### src/rtl/sys_bus_sequencer.sv
// Multi-cycle CPU-side bus sequencer: four-way fixed-priority arbitration, one transaction at a
// time with programmable plus memory-extended wait states, byte/word formatting and one-hot ack.
module sys_bus_sequencer #(
    parameter int unsigned AW          = 16,
    parameter int unsigned DW          = 16,
    parameter int unsigned WAIT_STATES = 0
) (
    input  logic          clk,
    input  logic          rst,
    input  logic [3:0]    req,
    input  logic [AW-1:0] int_addr,
    input  logic [AW-1:0] pc,
    input  logic [AW-1:0] data_addr,
    input  logic          data_we,
    input  logic          data_bw,
    input  logic [DW-1:0] data_wdata,
    input  logic          mem_wait,
    input  logic [DW-1:0] MDBin,
    output logic [AW-1:0] MAB,
    output logic [DW-1:0] MDBout,
    output logic          BW,
    output logic          MW,
    output logic [3:0]    ack,
    output logic [DW-1:0] rdata,
    output logic          busy
);

    typedef enum logic [1:0] {
        IDLE,
        ACCESS,
        DONE
    } state_t;

    localparam logic [3:0] WS_INIT = 4'(WAIT_STATES);

    state_t        state_q, state_d;
    logic          load;
    logic [1:0]    sel;
    logic [1:0]    grant_q;
    logic [AW-1:0] addr_q;
    logic          we_q;
    logic          bw_q;
    logic [DW-1:0] wdata_q;
    logic [3:0]    cnt_q;
    logic          in_access;
    logic          finish;

    // Fixed priority: lowest set request bit wins.
    always_comb begin
        sel = 2'd0;
        if (req[0])      sel = 2'd0;
        else if (req[1]) sel = 2'd1;
        else if (req[2]) sel = 2'd2;
        else if (req[3]) sel = 2'd3;
    end

    assign finish = (state_q == ACCESS) && (cnt_q == 4'd0) && !mem_wait;

    // NOTE: every output of a combinational block gets a default first so no latch is inferred.
    always_comb begin
        state_d = state_q;
        load    = 1'b0;
        case (state_q)
            IDLE: begin
                if (req != 4'b0) begin
                    state_d = ACCESS;
                    load    = 1'b1;
                end
            end
            ACCESS: begin
                if (finish) state_d = DONE;
            end
            DONE: begin
                if (req != 4'b0) begin
                    state_d = ACCESS;
                    load    = 1'b1;
                end else begin
                    state_d = IDLE;
                end
            end
            default: state_d = IDLE;
        endcase
    end

    // NOTE: sequential state uses non-blocking assignments so all registers update together.
    always_ff @(posedge clk or posedge rst) begin
        if (rst) begin
            state_q <= IDLE;
            grant_q <= 2'd0;
            addr_q  <= '0;
            we_q    <= 1'b0;
            bw_q    <= 1'b0;
            wdata_q <= '0;
            cnt_q   <= 4'd0;
            rdata   <= '0;
        end else begin
            state_q <= state_d;
            if (load) begin
                grant_q <= sel;
                cnt_q   <= WS_INIT;
                case (sel)
                    2'd0: begin
                        addr_q  <= int_addr;
                        we_q    <= 1'b0;
                        bw_q    <= 1'b0;
                        wdata_q <= '0;
                    end
                    2'd1, 2'd2: begin
                        addr_q  <= pc;
                        we_q    <= 1'b0;
                        bw_q    <= 1'b0;
                        wdata_q <= '0;
                    end
                    default: begin
                        addr_q  <= data_addr;
                        we_q    <= data_we;
                        bw_q    <= data_bw;
                        wdata_q <= data_wdata;
                    end
                endcase
            end else if (state_q == ACCESS && cnt_q != 4'd0) begin
                cnt_q <= cnt_q - 4'd1;
            end
            if (finish) begin
                if (we_q)      rdata <= '0;
                else if (bw_q) rdata <= {{(DW-8){1'b0}}, MDBin[7:0]};
                else           rdata <= MDBin;
            end
        end
    end

    // Bus is driven only in ACCESS, so reset forces MW low without waiting for a clock.
    assign in_access = (state_q == ACCESS);
    assign busy      = in_access;
    assign BW        = in_access && bw_q;
    assign MW        = in_access && we_q;
    assign MAB       = !in_access ? '0 : (bw_q ? addr_q : {addr_q[AW-1:1], 1'b0});
    assign MDBout    = !(in_access && we_q) ? '0
                     : (bw_q ? {{(DW-8){1'b0}}, wdata_q[7:0]} : wdata_q);
    assign ack       = (state_q == DONE) ? (4'b0001 << grant_q) : 4'b0000;

endmodule
### config.mk
export PLATFORM = sky130hd
export DESIGN_NAME = sys_bus_sequencer
export DESIGN_NICKNAME = d
export VERILOG_FILES = /design/src/rtl/sys_bus_sequencer.sv
export SDC_FILE = /design/constraint.sdc
export NUM_CORES = 1
export LEC_CHECK = 0
export ABC_AREA = 1
export CORE_MARGIN = 2
export CORE_UTILIZATION = 38
export CTS_CLUSTER_SIZE = 20
export DETAILED_ROUTE_END_ITERATION = 6
export MAX_ROUTING_LAYER = met4
export PLACE_DENSITY = 0.77
export SYNTH_ARGS = -nofsm -noshare
export SYNTH_HDL_FRONTEND = slang
export SYNTH_SLANG_ARGS = --single-unit
### constraint.sdc
create_clock -name clk -period 1.8 [get_ports clk]
set_input_delay 0.36 -clock clk [delete_from_list [all_inputs] [get_ports clk]]
set_output_delay 0.36 -clock clk [all_outputs]
set_load 0.005 [all_outputs]
; ---- Word level (Yosys, flattened, before mapping)
; Cells that the tools add are included.
; Widths: inputs -> output; s select.
[classes]
add_sub_neg = 1
eq_ne = 6
n_shift = 1
n_mux = 23
reduce_logical = 16
[ops]
columns = cell, n
row1 = $mux 16, 6
row2 = $pmux 16 s2, 1
row3 = $mux 2, 6
row4 = $mux 4, 3
row5 = $reduce_bool 4->1, 2
row6 = $mux 1, 6
row7 = $pmux 2 s3, 1
row8 = $logic_and 1x1->1, 5
row9 = $eq 2x1->1 const B, 2
row10 = $eq 2x2->1 const B, 2
row11 = $logic_not 2->1, 2
row12 = $logic_not 4->1, 1
row13 = $reduce_or 2->1, 2
row14 = $shl 1x2->4 const A, 1
row15 = $sub 4x1->4 const B, 1
row16 = $reduce_or 3->1, 1
row17 = $ne 2x1->1 const B, 1
row18 = $ne 2x2->1 const B, 1
row19 = $reduce_and 2->1, 1
row20 = $reduce_bool 2->1, 1
row21 = $logic_not 1->1, 1
[totals]
reg_bits = 58
input_bits = 89
out_inout_bits = 55
word_cells = 55

; ---- Logic depth before layout (Yosys ltp)
; Gate-level depths: netlist (run 1).
[logic_depth]
depth_word = 7
mapped_depth = 11
ltp_nobuf = 9

; ---- Worst setup path before layout (run 1)
; No wires, ideal clock.
[synth_timing]
path_kind = input-to-reg
startpoint = input port req[0]
endpoint = register addr_q[0]
setup_time_ps = 117
arrival_time_ps = 1496
t_required_ps = 1683
slack_ps = 186
stages = 9
n_path_buf = 2
path_cell_list = nor3_1 > inv_1 > ha_1 > clkbuf_2 > buf_2 > nand2_1 > nand3_1 > nand3_1 > nand2_1
[synth_via]
elab_chain_cells = 4
elab_cells_between_ends = 9
classes_between = eq/ne: 2 / mux: 4 / reduce/logical: 3
[synth_lines]
columns = element, line_no
row1 = start: declaration, 10  ; input logic [3:0] req,
row2 = $mux 2, 51  ; if (req[0]) sel = 2'd0;
row3 = $eq 2x1->1 / $eq 2x2->1 (equally long branches), 101  ; case (sel)
row4 = $reduce_or 2->1, 101
row5 = $pmux 16 s2, 101
row6 = end signal: assignment, 103  ; addr_q <= int_addr;
row7 = end signal: assignment, 109  ; addr_q <= pc;
row8 = end signal: assignment, 115  ; addr_q <= data_addr;
row9 = end: declaration, 40  ; logic [AW-1:0] addr_q;
; Several ways; a longest one is shown, not always the timed one.
; A chain may end at the register's enable or synchronous reset.

; ---- Worst setup path after layout (run 1)
[layout_timing]
startpoint = register state_q[1]
endpoint = output port MDBout[15]
[layout_via]
elab_chain_cells = 3
[layout_lines]
columns = element, line_no
row1 = start: declaration, 36  ; state_t state_q, state_d;
row2 = start signal: assignment, 97  ; state_q <= state_d;
row3 = $eq 2x1->1, 133  ; assign in_access = (state_q == ACCESS);
row4 = $logic_and 1x1->1, 138  ; assign MDBout = !(in_access && we_q) ? '0
row5 = $mux 16, 138
row6 = end: declaration, 20  ; output logic [DW-1:0] MDBout,
; No other way between the ends.

==> run_results.csv, run 1 <==
group,metric,value,unit
power_and_ir_drop,power_density,1155,nW/µm²
drt,vias_per_cell,4.563,
worst_setup_path,crit_path_top_delay_cell,"dfrtp_1",
job,max_cap_violations,0,
layout,final_area,5031,µm²
power_and_ir_drop,p_total,5.811,mW
global_route,antenna_found_initial,0,
power_and_ir_drop,sequentialPowerShare,34.7,%
synthesis,ys_ff_latch,58,
worst_setup_path,cp_top_family,"buffers and inverters",
sta,rsz0062_at_grt,"true",
power_and_ir_drop,combPwrFrac,46.2,%
synthesis,synth-simple-area-share,34.93,%
worst_setup_path,critPathBufInv,5,
worst_setup_path,end_kind,"output port",
drt,wl_per_cell,12.18,µm
drt,totalWireLength,8452,µm
power_and_ir_drop,p_switching,2.113,mW
sta,worst_slew_pin_slew,514.8,ps
floorplanning,die-area,9128,µm²
worst_setup_path,worst-path-stages,8,
synthesis,synth_top_cell_area_share,45.58,%
synthesis,synth_area_leaders,"dfrtp_1, nand2_1, nand3_1",
worst_hold_path,hp-class,"primary input to asynchronous set/reset pin",
synthesis,synth_commonest_cells,"nand2_1, dfrtp_1, nand3_1",
layout,area_growth,58.00,%
sta,maxSlewViolCount,0,
sta,setup_viol,6,
power_and_ir_drop,leakage,2.440,nW
clock_tree,cts.sinks,58,
sta,fmax,0.5480,GHz
layout,fill_cells,740,
sta,finClkSkew,4.041,ps
worst_setup_path,required,1440,ps
placed_design,pre_cts_slack,-493.8,ps
placed_design,post_dp_cell_area,4730,µm²
floorplanning,die_h,95.54,µm
global_route,groute.usage.overall,19.82,%
worst_setup_path,crit_type,"register to output port",
synthesis,synth-adder-area-share,1.572,%
worst_setup_path,r2r_slack,450,ps
synthesis,ys_warn_count,0,
synthesis,async_flop_share,100.0,%
floorplanning,core_area,8175,µm²
synthesis,synthCells,425,
layout,seq_area,1451,µm²
worst_setup_path,worstPathArrival,1460,ps
run_status,status,"finished with violations",
layout,multi_input_area,1510,µm²
clock_tree,clk_latency,320,ps
worst_setup_path,crit_path_max_fanout,4,
power_and_ir_drop,sw_frac_of_total,36.36,%
floorplanning,rows,33,
drt,drc,0,
worst_setup_path,r2r_cells,7,
global_route,grt_pass1_wl,13850,µm
sta,period_share,101.4,%
clock_tree,h-tree-depth,3,
run_status,violations,"negative setup slack",
sta,tns,-58.09,ps
worst_setup_path,startpoint_type,"register",
floorplanning,initial_core_util,38.95,%
global_route,grt_max_degree,59,
synthesis,synth_top_flop_cell,"dfrtp_1",
layout,diodes,0,
drt,ant_nets,0,
synthesis,synth_top_family_by_area,"simple AND/OR/NAND/NOR gates",
synthesis,synth_nets,518,
synthesis,synth_compound_area_share,7.859,%
layout,fin_util,61.54,%
layout,drive_above_1_share,20.71,%
clock_tree,clockBufferDepth,2,
layout,fin_nets,678,
worst_setup_path,r2r-end,"cnt_q[0]$_DFFE_PP0P_",
synthesis,synth_edf_count,0,
synthesis,synth-xor-area-share,0.2750,%
placed_design,io_buffers,143,
synthesis,syn_avg_cell_area,7.492,µm²
worst_setup_path,crit_end,"MDBout[15]",
sta,slew_headroom,65.56,%
synthesis,synth_area,3184,µm²
floorplanning,ios,144,
global_route,grt_pass1_vias,3115,
power_and_ir_drop,p_clk_share,19.1,%
synthesis,yosysMostFrequentCell,"nand2_1",
power_and_ir_drop,p_int,3.698,mW
worst_setup_path,r2r-start,"cnt_q[0]$_DFFE_PP0P_",
synthesis,synth_cell_types,25,
drt,dr_total_vias,3167,
synthesis,synth_top_cell_by_area,"dfrtp_1",
synthesis,yosysSeqAreaShare,45.58,%
drt,first_pass_iters,6,
clock_tree,cts.reportedPaths.clkPinSlew,60,ps
worst_setup_path,crit_chain,"inv_2, nand2_4, nor2_4, buf_6, inv_6, buf_6, nor2_2, buf_2",
sta,worst_slack,-24.68,ps
floorplanning,die_x,95.54,µm
drt,drt-initial-drc-count,154,
power_and_ir_drop,ir_worst_vdd,0.0005022,V
global_route,grt_overflow,0,
clock_tree,cts_tree,"done",
worst_setup_path,critical-path-max-stage-delay,390,ps
clock_tree,cts-root-buf,"clkbuf_8",
sta,finalHoldViolCount,0,
worst_setup_path,startpoint,"state_q[1]$_DFFE_PP0P_",
clock_tree,cts_buffers,9,
worst_setup_path,cpMostUsedCell,"buf_6",
synthesis,synth_mux_area_share,0,%
sta,period_minus_slack,1825,ps
placed_design,hpwl,6069,µm
placed_design,routabilityCongestion,0.7991,
worst reg2reg max path: stages (launching register included):
cell and delay (ps):
dfrtp_1 380, inv_1 130, ha_1 230, nand2_1 70, nand2_1 170, inv_1 100
nand3_1 90, nand2_1 70
registers in the layout (all words and copies together), names as in the netlist:
register	cells
we_q	1
addr_q	16
state_q	2
bw_q	1
cnt_q	4
rdata	16
grant_q	2
wdata_q	16
cell type report:
class                      instances  share of cell area [%]
timing repair inverter             1                  0.1741
clock inverter                     2                  0.1990
tap                              105                   2.611
clock buffer                      13                   3.556
inverter                          43                   3.432
sequential                        58                   28.85
timing repair buffer             169                   31.16
multi-input combinational        303                   30.02
through the flow:
stage                     hold WS, ps  instances
after global placement          462.8        666
after detailed placement        466.1        666
after global routing            457.8        694
after floorplan                 449.1        425
final                           404.8        694
after CTS                       422.6        689
routing by layer:
metal / track usage (%) / vias up / part of all wire [%]
met3: 3.320 / 9 / 7.1
met4: 7.381 / 0 / 1.2
met2: 34.67 / 119 / 50
met1: 22.76 / 1405 / 41
met5: - / - / 0
li1: - / 1634 / -
cell usage in the layout (no fill, tap or decap):
master / synthesis / final
clkdlybuf4s15_1: 0 / 6
clkdlybuf4s50_1: 0 / 101
xor2_1: 1 / 1
nand2_1: 156 / 155
buf_8: 0 / 1
clkbuf_4: 0 / 1
clkbuf_8: 0 / 13
dlygate4sd2_1: 0 / 11
o21ai_0: 21 / 21
inv_6: 0 / 3
clkbuf_2: 2 / 8
nor3_2: 0 / 2
nand4_4: 1 / 1
nor2_2: 1 / 12
dfrtp_1: 58 / 58
or2_0: 1 / 1
buf_6: 6 / 6
nand3_1: 40 / 40
dlymetal6s2s_1: 0 / 3
nor2_4: 2 / 3
inv_2: 4 / 5
nand2_4: 0 / 1
nor2_1: 37 / 25
or2_1: 5 / 5
o21ai_2: 16 / 16
buf_2: 11 / 13
clkinv_2: 0 / 3
inv_1: 37 / 35
a21oi_4: 0 / 1
buf_4: 2 / 17
buf_12: 0 / 2
ha_1: 4 / 2
nor3_1: 5 / 3
ha_4: 0 / 2
or2_2: 10 / 10
nand2_2: 2 / 2
worst min path at each step:
stage                                      start  slack (ps)                      to  cells after the start
final                                        rst         400   addr_q[2]$_DFFE_PP0P_                      3
after detailed placement   addr_q[6]$_DFFE_PP0P_         470   addr_q[6]$_DFFE_PP0P_                      2
after global routing                         rst         460   rdata[10]$_DFFE_PP0P_                      3
after CTS                                    rst         420   rdata[10]$_DFFE_PP0P_                      3
after floorplan           addr_q[10]$_DFFE_PP0P_         450  addr_q[10]$_DFFE_PP0P_                      2
after global placement      rdata[5]$_DFFE_PP0P_         460    rdata[5]$_DFFE_PP0P_                      2
power by group through the flow:
| stage | Combinational, mW | Clock (mW) | Sequential (mW) |
|---|---|---|---|
| global route | 3.05 | 1.21 | 2.06 |
| detailed placement | 2.71 | 0 | 2.03 |
| finish | 2.68 | 1.11 | 2.01 |
| global placement | 2.65 | 0 | 2.01 |
| CTS | 2.69 | 1.14 | 2.02 |
| floorplan | 1.45 | 0 | 2.00 |
what timing repair did:
item,4_1_cts,5_1_grt
gates cloned,1,0
gates resized for setup,87,55
hold buffers,0,0
pin swaps,3,7
setup endpoints to repair,55,49
buffers inserted,7,5
logic make-up after synthesis:
family          Yosys count
simple gates            260
xor+xnor                  1
flops                    58
compound gates           38
buf+inv                  64
fa+ha+maj                 4
Power figures use the tool's default switching activity.
==> run 2, diff against run 1 <==
Settings changed: CORE_UTILIZATION 38 to 42, PLACE_DENSITY 0.77 to 0.81.
Clock period 1.8 ns to 1.85 ns, I/O delays scaled along.
==> run 2 against run 1 <==
Effect of this change: the run now ends clean; worst setup slack improved by 82 ps; register-to-register slack about the same; clock skew increased by 7.1 ps; final cell count decreased by 1.9%; critical path depth decreased by 1; sequential power decreased by 3%; core utilization increased by 6.3 points; critical endpoint is now MDBout[9].
==> run_results.csv, run 2 (synthesized netlist as in run 1, its figures left out) <==
group,metric,value,unit
layout,final_cells,681,
sta,tns,0,ps
power_and_ir_drop,leakage,2.423,nW
sta,period_minus_slack,1792,ps
worst_setup_path,worstPathArrival,1420,ps
layout,final_common_cell,"nand2_1",
worst_hold_path,hp-class,"primary input to asynchronous set/reset pin",
sta,worst_slew_pin_slew,507.4,ps
sta,rsz0062_at_grt,"true",
global_route,grt_overflow,0,
run_status,status,"completed",
power_and_ir_drop,ir_worst_vdd,0.0005693,V
floorplanning,die-area,8294,µm²
placed_design,io_buffers,143,
global_route,grt_pass1_vias,2937,
layout,layout_common_cells,"nand2_1, clkdlybuf4s50_1, dfrtp_1",
global_route,antenna_found_initial,0,
sta,maxSlewViolCount,0,
clock_tree,cts.reportedPaths.clkPinSlew,70,ps
clock_tree,cts.sinks,58,
floorplanning,rows,31,
layout,fill_cells,651,
placed_design,routabilityCongestion,0.8004,
floorplanning,die_h,91.07,µm
sta,setup_viol,0,
clock_tree,cts-root-buf,"clkbuf_8",
drt,ant_nets,0,
worst_setup_path,required,1480,ps
worst_setup_path,startpoint_type,"register",
layout,fin_util,67.86,%
sta,finClkSkew,11.10,ps
placed_design,hpwl,5969,µm
layout,area_growth,55.40,%
drt,drc,0,
layout,seq_area,1451,µm²
floorplanning,die_x,91.07,µm
layout,reg.largest.list,"addr_q (16), rdata (16), wdata_q (16)",
layout,fin_nets,670,
worst_setup_path,crit_type,"register to output port",
sta,fmax,0.5579,GHz
clock_tree,hold_buffers,0,
worst_setup_path,crit_path_max_fanout,9,
placed_design,post_dp_cell_area,4720,µm²
sta,finalHoldViolCount,0,
layout,diodes,0,
layout,drive_above_1_share,16.49,%
clock_tree,clk_latency,330,ps
layout,final_area,4949,µm²
global_route,grt_max_degree,59,
drt,drt-initial-drc-count,94,
drt,wl_per_cell,11.68,µm
clock_tree,cts_tree,"done",
drt,vias_per_cell,4.640,
drt,totalWireLength,7956,µm
worst_setup_path,end_kind,"output port",
placed_design,dp_cells,658,
drt,dr_total_vias,3160,
floorplanning,core_area,7292,µm²
drt,first_pass_iters,4,
global_route,groute.usage.overall,20.15,%
sta,slew_headroom,66.05,%
power_and_ir_drop,power_density,1134,nW/µm²
sta,period_share,96.88,%
layout,multi_input_area,1465,µm²
clock_tree,h-tree-depth,3,
floorplanning,initial_core_util,43.67,%
clock_tree,cts_buffers,9,
job,max_cap_violations,0,
clock_tree,clockBufferDepth,2,
global_route,grt_pass1_wl,13320,µm
floorplanning,ios,144,
run 2: area by class of cell:
type,count,share of cell area (%)
clock buffers,10,2.579
repair buffers,162,31.38
clock inverters,6,1.163
flip-flops and latches,58,29.33
multi-input cells,303,29.61
well taps,99,2.503
inverters,43,3.439
run 2: path summary, 6_finish.rpt:
check                                       start                      to  slack, ps  depth (start not counted)
setup / recovery           state_q[1]$_DFFE_PP0P_               MDBout[9]         60                          7
hold / removal                                rst   rdata[11]$_DFFE_PP0P_        420                          3
setup reg to reg           state_q[1]$_DFFE_PP0P_   rdata[10]$_DFFE_PP0P_        440                          7
hold reg to reg            addr_q[15]$_DFFE_PP0P_  addr_q[15]$_DFFE_PP0P_        480                          2
max in group asynchronous                     rst  addr_q[13]$_DFFE_PP0P_       1180                          3
min in group clk           addr_q[15]$_DFFE_PP0P_  addr_q[15]$_DFFE_PP0P_        480                          2
run 2: critical path: stages, from the launching register on:
cell and delay, ps:
dfrtp_1 370, inv_1 60, nand2_2 80, nor2_4 150
inv_6 70, buf_6 140, nor2_1 90, buf_2 120
run 2: power by group:
group,total [mW],switching [mW],internal (mW)
registers,1.95,0.251,1.70
logic,2.56,1.29,1.27
clock network,1.09,0.481,0.612
total,5.61,2.02,3.59
run 2: per-layer routing:
layer / vias up / part of all wire, % / track usage [%]
met4: 0 / 0.72 / 6.439
met2: 111 / 51 / 35.19
met5: - / 0 / -
met1: 1431 / 42 / 22.99
li1: 1614 / - / -
met3: 4 / 6.5 / 4.564
run 2: through the flow:
stage / setup slack [ps] / hold slack [ps] / total power [mW]
2_1_floorplan: 52.01 / 449.1 / 3.357
3_3_place_gp: -379.3 / 463.2 / 4.498
3_5_place_dp: -420.2 / 465.2 / 4.585
4_1_cts: -142.2 / 429.7 / 5.647
5_1_grt: -41.64 / 448.8 / 6.055
6_report: 57.68 / 424.1 / 5.611
run 2: repair_timing:
item                       4_1_cts  5_1_grt
gates resized for setup         78       15
setup endpoints to repair       54       41
hold endpoints to repair         0        0
buffers inserted                 5        2
pin swaps                        1        1
==> run 3, diff against run 2 <==
Settings changed: RECOVER_POWER from default to 50.
==> run 3 against run 2 <==
Effect of this change: count of clock-buffer cells in the layout stayed put; maximum frequency is 0.14% lower; final cell count stayed put; critical path depth stayed put; critical path type unchanged; clock power hardly changed; total power is 2.9% lower; global-route usage stayed put; register-to-register slack worse by 310 ps; sequential power hardly changed; core utilization is 1.3 points lower; sequential share of layout area is 0.56 points higher; wire length hardly changed.
==> run_results.csv, run 3 (synthesized netlist as in run 1, its figures left out) <==
group,metric,value,unit
placed_design,io_buffers,143,
power_and_ir_drop,p_total,5.446,mW
worst_setup_path,cp_top_family,"buffers and inverters",
clock_tree,cts_buffers,9,
layout,fin_util,66.59,%
clock_tree,cts_tree,"done",
clock_tree,cts-root-buf,"clkbuf_8",
global_route,grt_max_degree,59,
worst_setup_path,r2r_slack,130,ps
sta,rsz0062_at_grt,"true",
placed_design,hpwl,5969,µm
clock_tree,cts.sinks,58,
sta,period_share,97.02,%
placed_design,routabilityCongestion,0.8004,
worst_setup_path,end_kind,"output port",
worst_setup_path,critPathBufInv,4,
power_and_ir_drop,power_density,1121,nW/µm²
layout,final_cells,681,
global_route,groute.usage.overall,20.15,%
floorplanning,die_x,91.07,µm
floorplanning,ios,144,
sta,maxSlewViolCount,0,
layout,fill_cells,661,
worst_setup_path,crit_chain,"inv_1, nand2_2, nor2_4, inv_6, buf_6, nor2_1, buf_2",
layout,reg.largest.list,"addr_q (16), rdata (16), wdata_q (16)",
clock_tree,h-tree-depth,3,
drt,wl_per_cell,11.68,µm
power_and_ir_drop,leakage,2.387,nW
layout,layout_common_cells,"nand2_1, clkdlybuf4s50_1, dfrtp_1",
layout,fin_nets,670,
worst_setup_path,required,1480,ps
worst_setup_path,startpoint_type,"register",
sta,slew_headroom,15.00,%
run_status,status,"completed",
drt,totalWireLength,7957,µm
layout,drive_above_1_share,14.43,%
power_and_ir_drop,ir_worst_vdd,0.0004924,V
drt,first_pass_iters,4,
global_route,antenna_found_initial,0,
global_route,grt_overflow,0,
clock_tree,clk_latency,330,ps
floorplanning,die-area,8294,µm²
clock_tree,hold_buffers,0,
clock_tree,cts.reportedPaths.clkPinSlew,60,ps
floorplanning,rows,31,
sta,finClkSkew,10.60,ps
worst_hold_path,hp-class,"register to register",
worst_setup_path,crit_path_max_fanout,9,
layout,final_common_cell,"nand2_1",
layout,area_growth,52.50,%
sta,period_minus_slack,1795,ps
global_route,grt_pass1_wl,13320,µm
sta,fmax,0.5571,GHz
clock_tree,clockBufferDepth,2,
layout,final_area,4856,µm²
floorplanning,die_h,91.07,µm
global_route,grt_pass1_vias,2937,
sta,setup_viol,0,
worst_setup_path,worstPathArrival,1420,ps
job,max_cap_violations,0,
drt,vias_per_cell,4.643,
drt,drt-initial-drc-count,107,
drt,ant_nets,0,
worst_setup_path,crit_path_top_delay_cell,"dfrtp_1",
placed_design,dp_cells,658,
placed_design,post_dp_cell_area,4720,µm²
worst_setup_path,critical-path-max-stage-delay,370,ps
drt,drc,0,
worst_setup_path,crit_type,"register to output port",
floorplanning,initial_core_util,43.67,%
drt,dr_total_vias,3162,
sta,holdWs,476.0,ps
layout,diodes,0,
sta,worst_slew_pin_slew,1275,ps
sta,finalHoldViolCount,0,
floorplanning,core_area,7292,µm²
-- run 3: per-layer routing --
| layer | vias up | share of wire (%) | track usage [%] |
|---|---|---|---|
| li1 | 1612 | - | - |
| met4 | 0 | 1.0 | 6.439 |
| met5 | - | 0 | - |
| met2 | 110 | 51 | 35.19 |
| met3 | 9 | 6.4 | 4.564 |
| met1 | 1431 | 42 | 22.99 |
-- run 3: final cells by class --
class,instances,area (µm²),area share [%]
clock buffers,10,127.6,2.628
repair buffers,162,1504,30.97
well taps,99,123.9,2.551
inverters,43,170.2,3.504
flip-flops and latches,58,1451,29.89
multi-input cells,303,1421,29.27
clock inverters,6,57.56,1.185
-- run 3: through the flow --
step / setup WS [ps] / TNS [ps]
after CTS: -142.2 / -281.7
after floorplan: 52.01 / 0
after global routing: -41.64 / -336.5
final: 55.10 / 0
after detailed placement: -420.2 / -9378
after global placement: -379.3 / -7440
-- run 3: report_power, final --
group | switching [mW] | internal [mW] | total [mW] | leakage (nW)
Clock | 0.479 | 0.612 | 1.09 | 0.0958
Sequential | 0.249 | 1.70 | 1.95 | 0.752
Combinational | 1.23 | 1.18 | 2.40 | 1.54
-- run 3: worst paths after layout --
path / depth (start not counted) / start / endpoint
hold / removal: 2 / addr_q[15]$_DFFE_PP0P_ / addr_q[15]$_DFFE_PP0P_
setup / recovery: 7 / state_q[1]$_DFFE_PP0P_ / MDBout[9]
setup reg to reg: 7 / state_q[1]$_DFFE_PP0P_ / rdata[10]$_DFFE_PP0P_
min in group asynchronous: 3 / rst / addr_q[2]$_DFFE_PP0P_
hold reg to reg: 2 / addr_q[15]$_DFFE_PP0P_ / addr_q[15]$_DFFE_PP0P_
max in group asynchronous: 3 / rst / wdata_q[14]$_DFFE_PP0P_
-- run 3: repair_timing --
item,in CTS,in global routing
pin swaps,1,1
cloned,0,0
buffers inserted,5,2
setup endpoints to repair,54,41
resized for setup,78,15
-- run 3: worst register-to-register path: stages, from the launching register on --
cell	delay, ps
dfrtp_1	370
buf_4	130
clkbuf_2	130
nor2_4	140
nand4_1	280
clkbuf_4	360
nand2_1	100
o21ai_0	90
